===== config.mk =====
export PLATFORM = sky130hd
export DESIGN_NAME = uart_tx_fifo_drain_flat
export DESIGN_NICKNAME = d
export VERILOG_FILES = /design/src/rtl/uart_tx_fifo_drain_if.sv /design/src/rtl/uart_tx_fifo_drain.sv /design/src/flat_wrapper.sv
export SDC_FILE = /design/constraint.sdc
export NUM_CORES = 1
export LEC_CHECK = 0
export CORE_ASPECT_RATIO = 0.8
export CORE_MARGIN = 5
export CORE_UTILIZATION = 40
export DETAILED_ROUTE_END_ITERATION = 16
export GPL_TIMING_DRIVEN = 1
export PLACE_DENSITY_LB_ADDON = 0.25
export SETUP_SLACK_MARGIN = 0.02
export SYNTH_ARGS = -nofsm -noshare
export SYNTH_HDL_FRONTEND = slang
export SYNTH_SLANG_ARGS = --single-unit

===== constraint.sdc =====
create_clock -name i_clk -period 2.4 [get_ports i_clk]
set_input_delay 0.24 -clock i_clk [delete_from_list [all_inputs] [get_ports i_clk]]
set_output_delay 0.24 -clock i_clk [all_outputs]
set_load 0.02 [all_outputs]

===== src/rtl/uart_tx_fifo_drain_if.sv =====
// Pop-side view of the byte FIFO: first-word-fall-through read data, empty flag
// and the pop strobe returned by the consumer.
interface uart_tx_fifo_drain_if;
  logic [7:0] dat;
  logic       empty;
  logic       pop;

  modport master (output dat, output empty, input pop);
  modport slave  (input dat, input empty, output pop);
endinterface


===== src/rtl/uart_tx_fifo_drain.sv =====
// 8N1/8N2 UART transmitter that drains a FWFT byte FIFO, popping one byte per
// frame and shifting it out LSB first on a registered, idle-high TX line.
module uart_tx_fifo_drain #(
  parameter int CLKS_PER_BIT = 16,
  parameter int STOP_BITS    = 1
) (
  input  logic                 i_clk,
  input  logic                 i_reset,
  uart_tx_fifo_drain_if.slave  fifo,
  output logic                 o_tx,
  output logic                 o_busy
);

  localparam int                BAUD_W    = $clog2(CLKS_PER_BIT);
  localparam logic [BAUD_W-1:0] BAUD_LAST = BAUD_W'(CLKS_PER_BIT - 1);
  localparam logic              STOP_LAST = 1'(STOP_BITS - 1);

  typedef enum logic [1:0] {IDLE, START, DATA, STOP} state_t;

  state_t            state;
  state_t            next_state;
  logic [BAUD_W-1:0] baud_cnt;
  logic [2:0]        bit_cnt;
  logic [7:0]        shift;
  logic              stop_cnt;
  logic              baud_done;
  logic              pop;

  assign baud_done = (baud_cnt == BAUD_LAST);
  assign fifo.pop  = pop;
  assign o_busy    = (state != IDLE);

  // Pop is gated by reset so a byte is never taken while the block is being cleared
  always_comb begin
    next_state = state;
    pop        = 1'b0;
    unique case (state)
      IDLE: begin
        pop = ~fifo.empty & ~i_reset;
        if (pop) next_state = START;
      end
      START: if (baud_done) next_state = DATA;
      DATA:  if (baud_done && bit_cnt == 3'd7) next_state = STOP;
      STOP:  if (baud_done && stop_cnt == STOP_LAST) next_state = IDLE;
    endcase
  end

  always_ff @(posedge i_clk) begin
    if (i_reset) state <= IDLE;
    else         state <= next_state;
  end

  always_ff @(posedge i_clk) begin
    if (i_reset) begin
      o_tx     <= 1'b1;
      baud_cnt <= '0;
      bit_cnt  <= 3'd0;
      shift    <= 8'h00;
      stop_cnt <= 1'b0;
    end else if (state == IDLE) begin
      o_tx     <= 1'b1;
      baud_cnt <= '0;
      stop_cnt <= 1'b0;
      if (pop) begin
        shift <= fifo.dat;
        o_tx  <= 1'b0;
      end
    end else begin
      baud_cnt <= baud_done ? '0 : baud_cnt + BAUD_W'(1);
      // The next data bit is taken from shift[1] because the shift happens on the same edge
      case (state)
        START: begin
          if (baud_done) begin
            o_tx    <= shift[0];
            bit_cnt <= 3'd0;
          end
        end
        DATA: begin
          if (baud_done) begin
            if (bit_cnt == 3'd7) begin
              o_tx <= 1'b1;
            end else begin
              o_tx    <= shift[1];
              shift   <= shift >> 1;
              bit_cnt <= bit_cnt + 3'd1;
            end
          end
        end
        STOP: begin
          if (baud_done) stop_cnt <= stop_cnt + 1'b1;
        end
        default: ;
      endcase
    end
  end

endmodule


===== src/flat_wrapper.sv =====
// flat-port wrapper written by rule: the top's interface ports become plain ports
module uart_tx_fifo_drain_flat 
#(
  parameter int CLKS_PER_BIT = 16,
  parameter int STOP_BITS    = 1
)
  (i_clk, i_reset, o_tx, o_busy, fifo_dat, fifo_empty, fifo_pop);
  uart_tx_fifo_drain_if fifo_i ();
  input  logic i_clk;
  input  logic i_reset;
  output logic o_tx;
  output logic o_busy;
  input wire logic [$bits(fifo_i.dat)-1:0] fifo_dat;
  input wire logic [$bits(fifo_i.empty)-1:0] fifo_empty;
  output wire logic [$bits(fifo_i.pop)-1:0] fifo_pop;
  assign fifo_i.dat = fifo_dat;
  assign fifo_i.empty = fifo_empty;
  assign fifo_pop = fifo_i.pop;
  uart_tx_fifo_drain #(.CLKS_PER_BIT(CLKS_PER_BIT), .STOP_BITS(STOP_BITS)) u_core (.i_clk(i_clk), .i_reset(i_reset), .fifo(fifo_i), .o_tx(o_tx), .o_busy(o_busy));
endmodule

==> summary.md, run 1 <==
| Metric | Value |
|---|---|
| Die W | 67.3 um |
| Finished Layout Cells | 159 |
| Clock Skews | 9.96 ps |
| Crit path time final | 2170 ps |
| HPWL Detailed | 1520 um |
| Die H | 55.9 um |
| Top post-synthesis cells by count | dfxtp_1, nor2_1, ha_1 |
| CP Class | reg -> out |
| Post-synth EDFFs | 0 |
| Placed inst area | 1200 sq um |
| Vias/cell | 5.12 |
| Worst Slack Setup Final | 231 ps |
| Drt drc | 0 |
| Core area | 2480 sq um |
| RD Place Congestion | 0.713 |
| Remaining antenna violation count | 0 |
| Fraction of layout cells with a size suffix above 1 | 12.2% |
| Initial antenna violation count | 0 |
| Arrival time at the worst endpoint | 1930 ps |
| Gr usage total | 11.6% |
| Vias after detailed routing | 814 |
| # fillers | 249 |
| IO Port Bufs | 13 |
| Clock slew at reported path FFs | 120 ps |
| Reg2reg setup slack | 370 ps |
| Placed Cells | 155 |
| Fin Hold WS | 464 ps |
| Worst-margin pin slew | 648 ps |
| Post-synth cell types | 35 |
| Min-Delay Path Class | reg -> reg |
| Max-cap viol count | 0 |
| Yosys warnings | 0 |
| Peak fanout along the critical path | 18 |
| Site Rows | 16 |
| # hold bufs at CTS | 0 |
| Period utilisation layout | 90.4% |
| Routed wire length | 2040 um |
| CP dominant cell by count | inv_1 |
| Fin Setup TNS | 0 ps |
| #FFs+latches synth | 19 |
| Ys async rst share | 0% |
| Syn_area_per_cell | 9.57 sq um |
| Deepest clock path buffer count | 2 |
| PwrDens | 860 nW/um^2 |
| Post-synthesis sequential area ratio | 36.1% |
| Reg-to-reg startpoint | u_core.state[0]$_SDFFE_PP0P_ |
| Top Ports | 14 |
| Worst slack, placed | 355 ps |
| Final Net Count | 144 |
| Antenna cells | 0 |
| Initial core utilization | 42.4% |
| Die Area | 3760 sq um |
| Total leakage power | 0.505 nW |
| Synth top area cells | dfxtp_1, ha_1, mux2i_1 |
| CTS sink cnt | 19 |
| Most frequent cell after synthesis | dfxtp_1 |
| Cell area after layout | 1230 sq um |
| CP endpoint | o_busy |
| DR iter-0 viols | 44 |
| F_max | 461 MHz |
| FF/Latch Area | 380 sq um |
| Reg2reg end | u_core.shift[0]$_SDFFE_PP0P_ |
| Mapped Cells | 110 |
| # H-tree levels | 1 |
| CP Launch Point | u_core.state[0]$_SDFFE_PP0P_ |
| Setup repair after global routing missed its margin | no |
| Max-slew violations | 0 |
| Synth Cell Area | 1050 sq um |
| Clock Root Buffer | clkbuf_4 |
| Worst skew pair latency | 300 ps |
| Multi-input combinational cell area | 609 sq um |
| Worst VDD drop | 0.000445 V |
| Vias in the first global route | 722 |
| GRT overflow | 0 |
| Largest area contributor in the netlist | dfxtp_1 |
| WHS Path Cells | 1 |
| Post-CTS Setup Repair Bufs | 0 |
| Most used DFF post-synth | dfxtp_1 |
| Final Hold Fails | 0 |
| TritonCTS clock tree | built |
| Max-slew headroom | 56.8% |
| Synthesized Nets | 130 |
| DR WL/cell | 12.8 um |
| Largest net degree at the start of global routing | 19 |
| R2R cell count | 6 |
| Slowest cell on the critical path | clkdlybuf4s50_1 |
| Setup violators final | 0 |
| Layout area overhead | 17.0% |
| CP Data Required Time | 2160 ps |
| Worst stage delay on the critical path | 590 ps |
| TritonCTS Buffers | 3 |
| Worst setup SP type | register |
| First-pass GRT wire length | 3390 um |
| Yosys top cell area share | 36.1% |
| First-pass DRT Iterations | 4 |
| Status | complete, no violations |
| Crit. End Element | output pin |
| Worst-path cell chain | inv_1, ha_1, buf_4, inv_1, clkdlybuf4s50_1 |
==> cell usage in the layout, fill, tap and decap left out, types with 2 or more instances in the layout <==
cell and instances:
dfxtp_1 19, nor2_1 12, clkdlybuf4s50_1 12, ha_1 9, mux2i_1 8, a21oi_1 7, inv_1 5, nand2_1 5
nand2b_1 5, a211oi_1 5, nand3_1 3, nor3_1 3, a211oi_2 3, clkbuf_4 3, xor2_1 2, buf_4 2
==> metal layers <==
| metal | GRT usage [%] | share of wire (%) | vias to the layer above |
|---|---|---|---|
| met1 | 17.1 | 53 | 381 |
| met3 | 4.24 | 3.7 | 0 |
| li1 | - | - | 419 |
| met2 | 16.0 | 43 | 14 |
| met4 | 2.60 | 0 | 0 |
| met5 | 0 | 0 | - |
==> critical path: cells and delay by family (launching register included) <==
family,cells,cell delay [ps]
adders and majority gates,1,220
buffers and inverters,4,990
DFF,1,410
==> worst min path at each step <==
stage                                             start                            end
after global placement    u_core.baud_cnt[0]$_SDFF_PP0_  u_core.baud_cnt[0]$_SDFF_PP0_
after floorplan                             fifo_dat[7]   u_core.shift[7]$_SDFFE_PP0P_
final                     u_core.baud_cnt[0]$_SDFF_PP0_  u_core.baud_cnt[0]$_SDFF_PP0_
after detailed placement  u_core.baud_cnt[0]$_SDFF_PP0_  u_core.baud_cnt[0]$_SDFF_PP0_
after CTS                 u_core.baud_cnt[0]$_SDFF_PP0_  u_core.baud_cnt[0]$_SDFF_PP0_
after global routing                        fifo_dat[7]   u_core.shift[7]$_SDFFE_PP0P_
==> registers in the layout, indices dropped and copies added, names as in the netlist <==
name,flops
u_core.state,2
u_core.baud_cnt,4
u_core.stop_cnt,1
u_core.o_tx,1
u_core.bit_cnt,3
u_core.shift,8
==> timing repair <==
| item | in CTS | in global routing |
|---|---|---|
| setup endpoints to repair | 0 | 1 |
| gates resized for setup | 0 | 1 |
| hold endpoints to repair | 0 | 0 |
==> through the flow <==
stage	power [mW]	util, %
global placement	0.889	48.3
CTS	1.07	49.5
finish	1.06	49.6
floorplan	0.791	-
detailed placement	0.902	48.3
global route	1.14	49.6
==> kinds of logic after synthesis <==
| family | count (synthesis) | synth area share (%) |
|---|---|---|
| xor+xnor | 3 | 2.50 |
| compound gates | 22 | 17.1 |
| fa+ha+maj | 9 | 10.7 |
| mux | 8 | 7.61 |
| buf+inv | 11 | 5.95 |
| flops | 19 | 36.1 |
| simple gates | 38 | 20.0 |
==> power breakdown <==
group	total (mW)	switching (mW)	internal, mW
registers	0.405	0.0371	0.368
clock network	0.168	0.105	0.0635
logic	0.486	0.269	0.217
total	1.06	0.411	0.648
==> cell type report <==
cell class / instances / share of cell area, %
Inverter: 5 / 1.52
Sequential cell: 19 / 30.9
Clock buffer: 3 / 1.83
Multi-Input combinational cell: 80 / 49.5
Timing Repair Buffer: 15 / 12.0
Clock inverter: 1 / 0.610
Tap cell: 36 / 3.66
Power figures use the tool's default switching activity.
==> run 2: changes to the inputs <==
Settings changed: CORE_UTILIZATION 40 to 53.
==> run 2 against run 1 <==
Via count is 0.37% lower. Die area is 21% lower. Highest routed layer is now met4. First-iteration DRC count is 61% lower. Final area is 1.4% lower. Clock power hardly changed. Fmax is 1.3% lower. Utilization is 15 points higher. Critical path depth stayed put. Count of clock-buffer cells in the layout stayed put. Critical endpoint unchanged. Routed wire length hardly changed.
==> summary.md, run 2 (synthesis results as in run 1) <==
| Metric | Value |
|---|---|
| CP Data Required Time | 2160 ps |
| WL met3 | 113 um |
| Fin Hold WS | 452 ps |
| Max-slew headroom | 58.3% |
| Total leakage power | 0.508 nW |
| PwrDens | 871 nW/um^2 |
| RD Place Congestion | 0.763 |
| Layout area overhead | 15.3% |
| Gr usage total | 14.7% |
| Site Rows | 14 |
| Length of routed met2 wiring | 883 um |
| Clock Root Buffer | clkbuf_4 |
| Max-slew violations | 0 |
| Leading cell types in the layout, fill and taps excluded | dfxtp_1, nor2_1, clkdlybuf4s50_1, ha_1, mux2i_1 |
| Routed wire length | 2040 um |
| First-pass DRT Iterations | 4 |
| # hold bufs at CTS | 0 |
| # fillers | 181 |
| Crit. End Element | output pin |
| CP Class | reg -> out |
| Metal1 wirelength | 1030 um |
| Die Area | 2980 sq um |
| Top Ports | 14 |
| Leading cell type in the layout, fill and taps excluded | dfxtp_1 |
| Deepest clock path buffer count | 2 |
| Initial antenna violation count | 0 |
| Multi-input combinational cell area | 609 sq um |
| Fin Setup TNS | 0 ps |
| Final Hold Fails | 0 |
| Setup violators final | 0 |
| Total power draw | 1.06 mW |
| Highest routed layer | met4 |
| Worst-margin pin slew | 625 ps |
| Worst skew pair latency | 300 ps |
| First-pass GRT wire length | 3330 um |
| Peak fanout along the critical path | 18 |
| CTS sink cnt | 19 |
| Drt drc | 0 |
| DR WL/cell | 13.9 um |
| # H-tree levels | 1 |
| Arrival time at the worst endpoint | 1960 ps |
| Core area | 1890 sq um |
| TritonCTS clock tree | built |
| Die H | 49.9 um |
| Largest register by flop count | u_core.shift |
| Antenna cells | 0 |
| TritonCTS Buffers | 3 |
| Initial core utilization | 55.6% |
| Setup repair after global routing missed its margin | no |
| FF/Latch Area | 380 sq um |
| Fraction of layout cells with a size suffix above 1 | 12.2% |
| GRT overflow | 0 |
| Max-cap viol count | 0 |
| Min-Delay Path Class | reg -> reg |
| Period utilisation layout | 91.6% |
| DR iter-0 viols | 17 |
| Clock Skews | 4.19 ps |
| Clock slew at reported path FFs | 110 ps |
| Worst setup SP type | register |
| Largest register FFs | 8 |
| Worst VDD drop | 0.000557 V |
| HPWL Detailed | 1450 um |
| Status | complete, no violations |
| Vias in the first global route | 719 |
| Remaining antenna violation count | 0 |
| Die W | 59.8 um |
| Crit path time final | 2200 ps |
| Vias/cell | 5.52 |
| F_max | 455 MHz |
| Final Net Count | 144 |
| Top Registers | u_core.shift (8), u_core.baud_cnt (4), u_core.bit_cnt (3) |
| Vias after detailed routing | 811 |
| Largest net degree at the start of global routing | 19 |
| IO Port Bufs | 13 |
run 2: cell count changes in the layout (fill, tap and decap cells not counted), sizes merged:
cell | previous run | this run
clkinvlp | 1 | 0
clkinv | 0 | 1
run 2: metal layers:
metal  global-route usage [%]  up-vias
li1                         -      413
met1                     20.6      380
met2                     21.2       16
met3                     5.48        2
met4                     3.32        0
met5                        0        -
run 2: layout make-up:
class | instances | area share [%]
clock inverters | 1 | 0.412
multi-input cells | 80 | 50.2
flip-flops and latches | 19 | 31.3
repair buffers | 15 | 12.2
well taps | 24 | 2.47
inverters | 5 | 1.55
clock buffers | 3 | 1.86
run 2: worst max-delay path: stages (launching register included):
cell and delay, ps:
dfxtp_1 440, inv_1 110, ha_1 210, buf_4 210, inv_1 80, clkdlybuf4s50_1 600
run 2: path summary, 6_finish.rpt:
check | from | endpoint | slack (ps) | cells past startpoint
max | u_core.state[0]$_SDFFE_PP0P_ | o_busy | 200 | 5
min | u_core.baud_cnt[0]$_SDFF_PP0_ | u_core.baud_cnt[0]$_SDFF_PP0_ | 450 | 1
max reg2reg | u_core.state[0]$_SDFFE_PP0P_ | u_core.shift[5]$_SDFFE_PP0P_ | 390 | 6
min reg2reg | u_core.baud_cnt[0]$_SDFF_PP0_ | u_core.baud_cnt[0]$_SDFF_PP0_ | 450 | 1
run 2: report_power, final:
group | internal, mW | switching, mW | leakage, nW
Clock | 0.0622 | 0.105 | 0.0177
Combinational | 0.217 | 0.266 | 0.336
Sequential | 0.368 | 0.0395 | 0.155
Total | 0.647 | 0.411 | 0.508
run 2: metrics by stage:
stage	cells	setup slack (ps)	cell area, sq um	util (%)
final	147	202	1210	64.2
after floorplan	110	737	1050	-
after global placement	143	377	1180	62.6
after detailed placement	143	362	1180	62.6
after global routing	147	91.3	1210	64.2
after CTS	147	83.9	1210	64.0
run 2: repair_timing:
action / 4_1_cts / 5_1_grt
endpoints found under the setup margin: 0 / 1
gates resized for setup: 0 / 1
buffers inserted: 0 / 0
==> variant 1 (config.mk and constraints of run 1) <==
`CLKS_PER_BIT` is set to 16 in 2 places; all go to 8.
--- a/src/rtl/uart_tx_fifo_drain.sv
+++ b/src/rtl/uart_tx_fifo_drain.sv
@@ -1,7 +1,7 @@
 // 8N1/8N2 UART transmitter that drains a FWFT byte FIFO, popping one byte per
 // frame and shifting it out LSB first on a registered, idle-high TX line.
 module uart_tx_fifo_drain #(
-  parameter int CLKS_PER_BIT = 16,
+  parameter int CLKS_PER_BIT = 8,
   parameter int STOP_BITS    = 1
 ) (
   input  logic                 i_clk,
--- a/src/flat_wrapper.sv
+++ b/src/flat_wrapper.sv
@@ -1,7 +1,7 @@
 // flat-port wrapper written by rule: the top's interface ports become plain ports
 module uart_tx_fifo_drain_flat 
 #(
-  parameter int CLKS_PER_BIT = 16,
+  parameter int CLKS_PER_BIT = 8,
   parameter int STOP_BITS    = 1
 )
   (i_clk, i_reset, o_tx, o_busy, fifo_dat, fifo_empty, fifo_pop);
Check against the original RTL: not equivalent (a bounded check fails within 10 cycles, from zero or initial values and one cycle with i_reset high).
==> variant 1 against run 1 <==
- design area shrank 1.3%
- via count shrank 6.3%
- fmax grew 5.1%
- utilization shrank 0.26 points
- wire length shrank 1.3%
- area after synthesis shrank 2.3%
- critical path type unchanged
- total power grew 15%
- count of clock-buffer cells in the layout grew 1
- die area shrank 1.9%
- largest power group unchanged
- setup slack gained 110 ps
- non-clock buffer count is the same
- sequential share of layout area shrank 1.2 points
- sequential cell count shrank 1
- combinational power grew 27%
==> variant 1: results (changes against run 1) <==
- The run finished with clean final reports.
- The fill cell total of the finished layout is 240 (-3.6%).
- The number of nets in the synthesized netlist is 127 (-2.3%).
- The reported leakage power is 0.513 nW (+1.7%).
- By area the synthesized netlist is led by dfxtp_1 35%, ha_1 13%, mux2i_1 8.8%, a211oi_2 3.6%, o21ai_0 2.9%.
- The slew at the pin with the worst max-slew slack is 337 ps (-311 ps).
- The insertion delay of the later-clocked pin in the worst-skew pair is 320 ps (+20 ps).
- The placed cell count came to 151 (-2.6%).
- The share of the clock period used by the worst path after layout is 0.860 (-0.0439).
- The cell area after placement was 0.00117 mm2 (-2.1%).
- The detailed router's first-iteration violation count is 28 (-36%).
- The number of unique standard cell types used by synthesis is 33 (-5.7%).
- By count the netlist is led by 18 x dfxtp_1, 11 x ha_1, 9 x mux2i_1.
- The peak ir drop on the vdd network is 0.000427 V (-4.1%).
- The detailed-routing iteration count for the pre-antenna-repair pass was 3 (-1).
- The pin count of the biggest net entering global routing is 20 (+1).
- The setup skew after layout is 16.1 ps (+6.10 ps).
- The largest registers in the layout are u_core.shift (8), u_core.baud_cnt (3), u_core.bit_cnt (3).
- The number of cell instances on the worst register-to-register path is 6 (unchanged).
- The worst slack on hold paths was 451 ps (-13.2 ps).
- The detailed-route wire length per cell is 13.0 um (+1.2%).
- The register-to-register setup slack is 670 ps (+300 ps).
- The proportion of synthesized chip area in sequential cells came to 0.350 (-0.0111).
- The cell area after layout is 0.00121 mm2 (-1.3%).
- The worst hold path stage count is 1 (unchanged).
- The ratio of cells with drive above 1 in the final layout was 0.160 (+0.0377).
- In this run the critical register-to-register path is launched from u_core.baud_cnt[0]$_SDFF_PP0_.
- The largest fanout on the critical path came to 7 (-11).
- The internal power component is 734 uW (+13%).
- The most critical setup path has its startpoint at u_core.state[0]$_SDFFE_PP0P_.
- The total number of vias is 763 (-6.3%).
- The global-route wire length before repair came to 3570 um (+5.3%).
- The placed wire-length estimate came to 1540 um (+1.3%).
- The worst register-to-register path ends at u_core.shift[7]$_SDFFE_PP0P_.
- The setup slack after placement is 357 ps (+1.92 ps).
- On the worst path, the slowest cell contributes a delay of 600 ps.
- The data arrival time of the critical path is 1820 ps (-110 ps).
- The global placement routability congestion is 0.775 (+8.7%).
- The synthesized instance count is 105 (-4.5%).
- The total routing resource utilization after global routing came to 0.129 (+0.0123).
- The number of global-route vias before repair was 768 (+6.4%).
-- variant 1: power by group through the flow --
stage | registers, mW | clock network [mW] | logic, mW
3_3_place_gp | 0.401 | 0 | 0.597
6_report | 0.398 | 0.200 | 0.619
4_1_cts | 0.397 | 0.203 | 0.629
2_1_floorplan | 0.406 | 0 | 0.476
5_1_grt | 0.404 | 0.221 | 0.677
3_5_place_dp | 0.407 | 0 | 0.618
-- variant 1: kinds of logic after synthesis --
| logic type | after synthesis | synth area share |
|---|---|---|
| AOI/OAI and AO/OA | 22 | 0.170 |
| xor gates and xnor gates | 1 | 0.00852 |
| adders and majority gates | 11 | 0.134 |
| buffers and inverters | 13 | 0.0742 |
| DFF | 18 | 0.350 |
| muxes | 9 | 0.0876 |
| and+or+nand+nor | 31 | 0.175 |
-- variant 1: what timing repair did --
item	CTS	global route
endpoints found under the setup margin	1	1
pin swaps	0	0
gates resized for setup	1	1
-- variant 1: routing by layer --
layer | up-vias | wire [um] | global-route usage
met5 | - | 0 | 0
met2 | 8 | 956 | 0.185
met4 | 0 | 43 | 0.0609
li1 | 400 | - | -
met3 | 5 | 71 | 0.0487
met1 | 350 | 938 | 0.167
-- variant 1: final cells by class --
class | instances | share of cell area
clock buffers | 4 | 0.0299
repair buffers | 15 | 0.122
well taps | 36 | 0.0371
multi-input cells | 74 | 0.489
flip-flops and latches | 18 | 0.297
inverters | 8 | 0.0257
-- variant 1: critical path, delay by kind of cell (launching register included) --
family                   cells  cell delay (ps)
buffers and inverters        3              800
flip-flops                   1              430
adder cells (fa/ha/maj)      1              270
==> variant 2 (config.mk and constraints of run 1) <==
Made on the original files. Encoding of `state_t`: now one-hot (4 bits for 4 states).
--- a/src/rtl/uart_tx_fifo_drain.sv
+++ b/src/rtl/uart_tx_fifo_drain.sv
@@ -15,7 +15,7 @@
   localparam logic [BAUD_W-1:0] BAUD_LAST = BAUD_W'(CLKS_PER_BIT - 1);
   localparam logic              STOP_LAST = 1'(STOP_BITS - 1);
 
-  typedef enum logic [1:0] {IDLE, START, DATA, STOP} state_t;
+  typedef enum logic [3:0] {IDLE = 4'b0001, START = 4'b0010, DATA = 4'b0100, STOP = 4'b1000} state_t;
 
   state_t            state;
   state_t            next_state;
Check against the original RTL: same outputs for any inputs over 10 cycles, from zero or initial values and one cycle with i_reset high; not proved beyond that.
==> variant 2 against run 1 <==
- setup slack lost 50 ps
- sequential share of layout area up 4.9 points
- design area shrank 4.5%
- die area decreased by 4.9%
- sequential cell count grew 2
- area after synthesis down 5.8%
- wire length up 4.4%
- clock skew rose by 1.4 ps
- critical endpoint is now fifo_pop
- largest cell class unchanged
- highest routed layer is now met4
Power is not compared: it rests on default switching activity, and its combinational part moved more than twofold at a synthesized area within 25%.
==> variant 2: results (changes against run 1) <==
- The maximum clock insertion buffer count is 2 (unchanged).
- The clock reaches the later pin of the worst-skew pair after just over 300 ps.
- The port buffer count is 13 (unchanged).
- The detailed-route wire length per cell came to 13.7 um (+7.1%).
- The total number of vias was 878 (+7.9%).
- The detailed-routing wirelength on met1 is 975 um (-10%).
- The peak ir drop on the vdd network is between 0.0002 and 0.0003 V.
- The global placement routability congestion is 0.800 (+12%).
- The number of buffers created by CTS is 3 (unchanged).
- The total routing resource utilization after global routing came to 0.138 (+0.0212).
- The met3 wire length is 155 um (+100%).
- The data arrival time of the critical path came to 1980 ps (+50 ps).
- The number of nets in the synthesized netlist is 128 (-1.5%).
- The global routing usage on met1 is 0.163 (-0.00759).
- The cell sitting at the root of the clock tree is a clkbuf_4.
- The detailed router's first-iteration violation count came to 49 (+11%).
- The met2 wire length came to 985 um (+13%).
- The slew at the pin with the worst max-slew slack is 374 ps (-274 ps).
- The post-CTS repair timing setup buffer count came to 0 (unchanged).
- The setup skew after layout is 11.3 ps (+1.35 ps).
- The post-layout net count is 143 (-0.69%).
- The proportion of synthesized chip area in sequential cells is 0.424 (+0.0628).
- The largest registers in the layout are u_core.shift (8), u_core.baud_cnt (4), u_core.state (4).
- The largest fanout on the critical path is 10 (-8).
- The number of unique standard cell types used by synthesis is 31 (-11%).
- The run finished with clean final reports.
- After synthesis, the cell types taking the most area are dfxtp_1 42%, nand2_1 8.0%, a311oi_1 6.2%, nor3_1 5.1%, ha_1 3.8%.
- The global-route wire length before repair came to 3680 um (+8.8%).
- The fraction of met2 tracks used by global routing is 0.233 (+0.0733).
- The ratio of cells with drive above 1 in the final layout is 0.0703 (-0.0516).
- The placed wire-length estimate is 1550 um (+1.8%).
- The top layer reached by signal wires is met4.
- The pin count of the biggest net entering global routing is 17 (-2).
- In the synthesized netlist, the cells that appear most often are 21 x dfxtp_1, 21 x nand2_1, 10 x nor3_1.
- The dominant synthesized flop cell is dfxtp_1.
## variant 2: kinds of logic after synthesis
logic type,after synthesis,synth area share
AND/OR/NAND/NOR,54,0.295
AO/OA/AOI/OAI,25,0.176
flip-flops,21,0.424
buffers and inverters,7,0.0316
XOR/XNOR,4,0.0354
adder cells (fa/ha/maj),3,0.0379
## variant 2: final timing paths
path	endpoint	slack, ps	cells past startpoint	start
worst max-delay path	fifo_pop	180	4	u_core.state[1]$_SDFFE_PP0P_
worst min-delay path	u_core.baud_cnt[0]$_SDFF_PP0_	450	1	u_core.baud_cnt[0]$_SDFF_PP0_
worst max register to register	u_core.shift[6]$_SDFFE_PP0P_	590	6	u_core.state[1]$_SDFFE_PP0P_
worst min register to register	u_core.baud_cnt[0]$_SDFF_PP0_	450	1	u_core.baud_cnt[0]$_SDFF_PP0_
## variant 2: worst max-delay path: stages (launching register included)
cell	delay, ps
dfxtp_1	410
nor4b_4	340
inv_2	160
nor3_4	140
clkdlybuf4s50_1	630
## variant 2: power by group
part	leakage (nW)	switching, mW	internal [mW]
registers	0.171	0.0106	0.362
logic	0.232	0.0443	0.0443
clock network	0.0150	0.107	0.0649
## variant 2: metrics by stage
stage | cells | power [mW] | area, um2 | setup slack [ps]
after floorplan | 114 | 0.429 | 991 | 675
after global placement | 151 | 0.467 | 1150 | 564
after detailed placement | 151 | 0.469 | 1150 | 542
after CTS | 155 | 0.641 | 1180 | 166
after global routing | 155 | 0.662 | 1180 | 50.7
final | 155 | 0.633 | 1180 | 181
## variant 2: final cells by class
type,count,area [um2]
repair buffers,16,153
clock buffers,4,26.3
multi-input cells,86,539
flip-flops and latches,21,420
fillers,231,1230
well taps,27,33.8
inverters,1,3.75
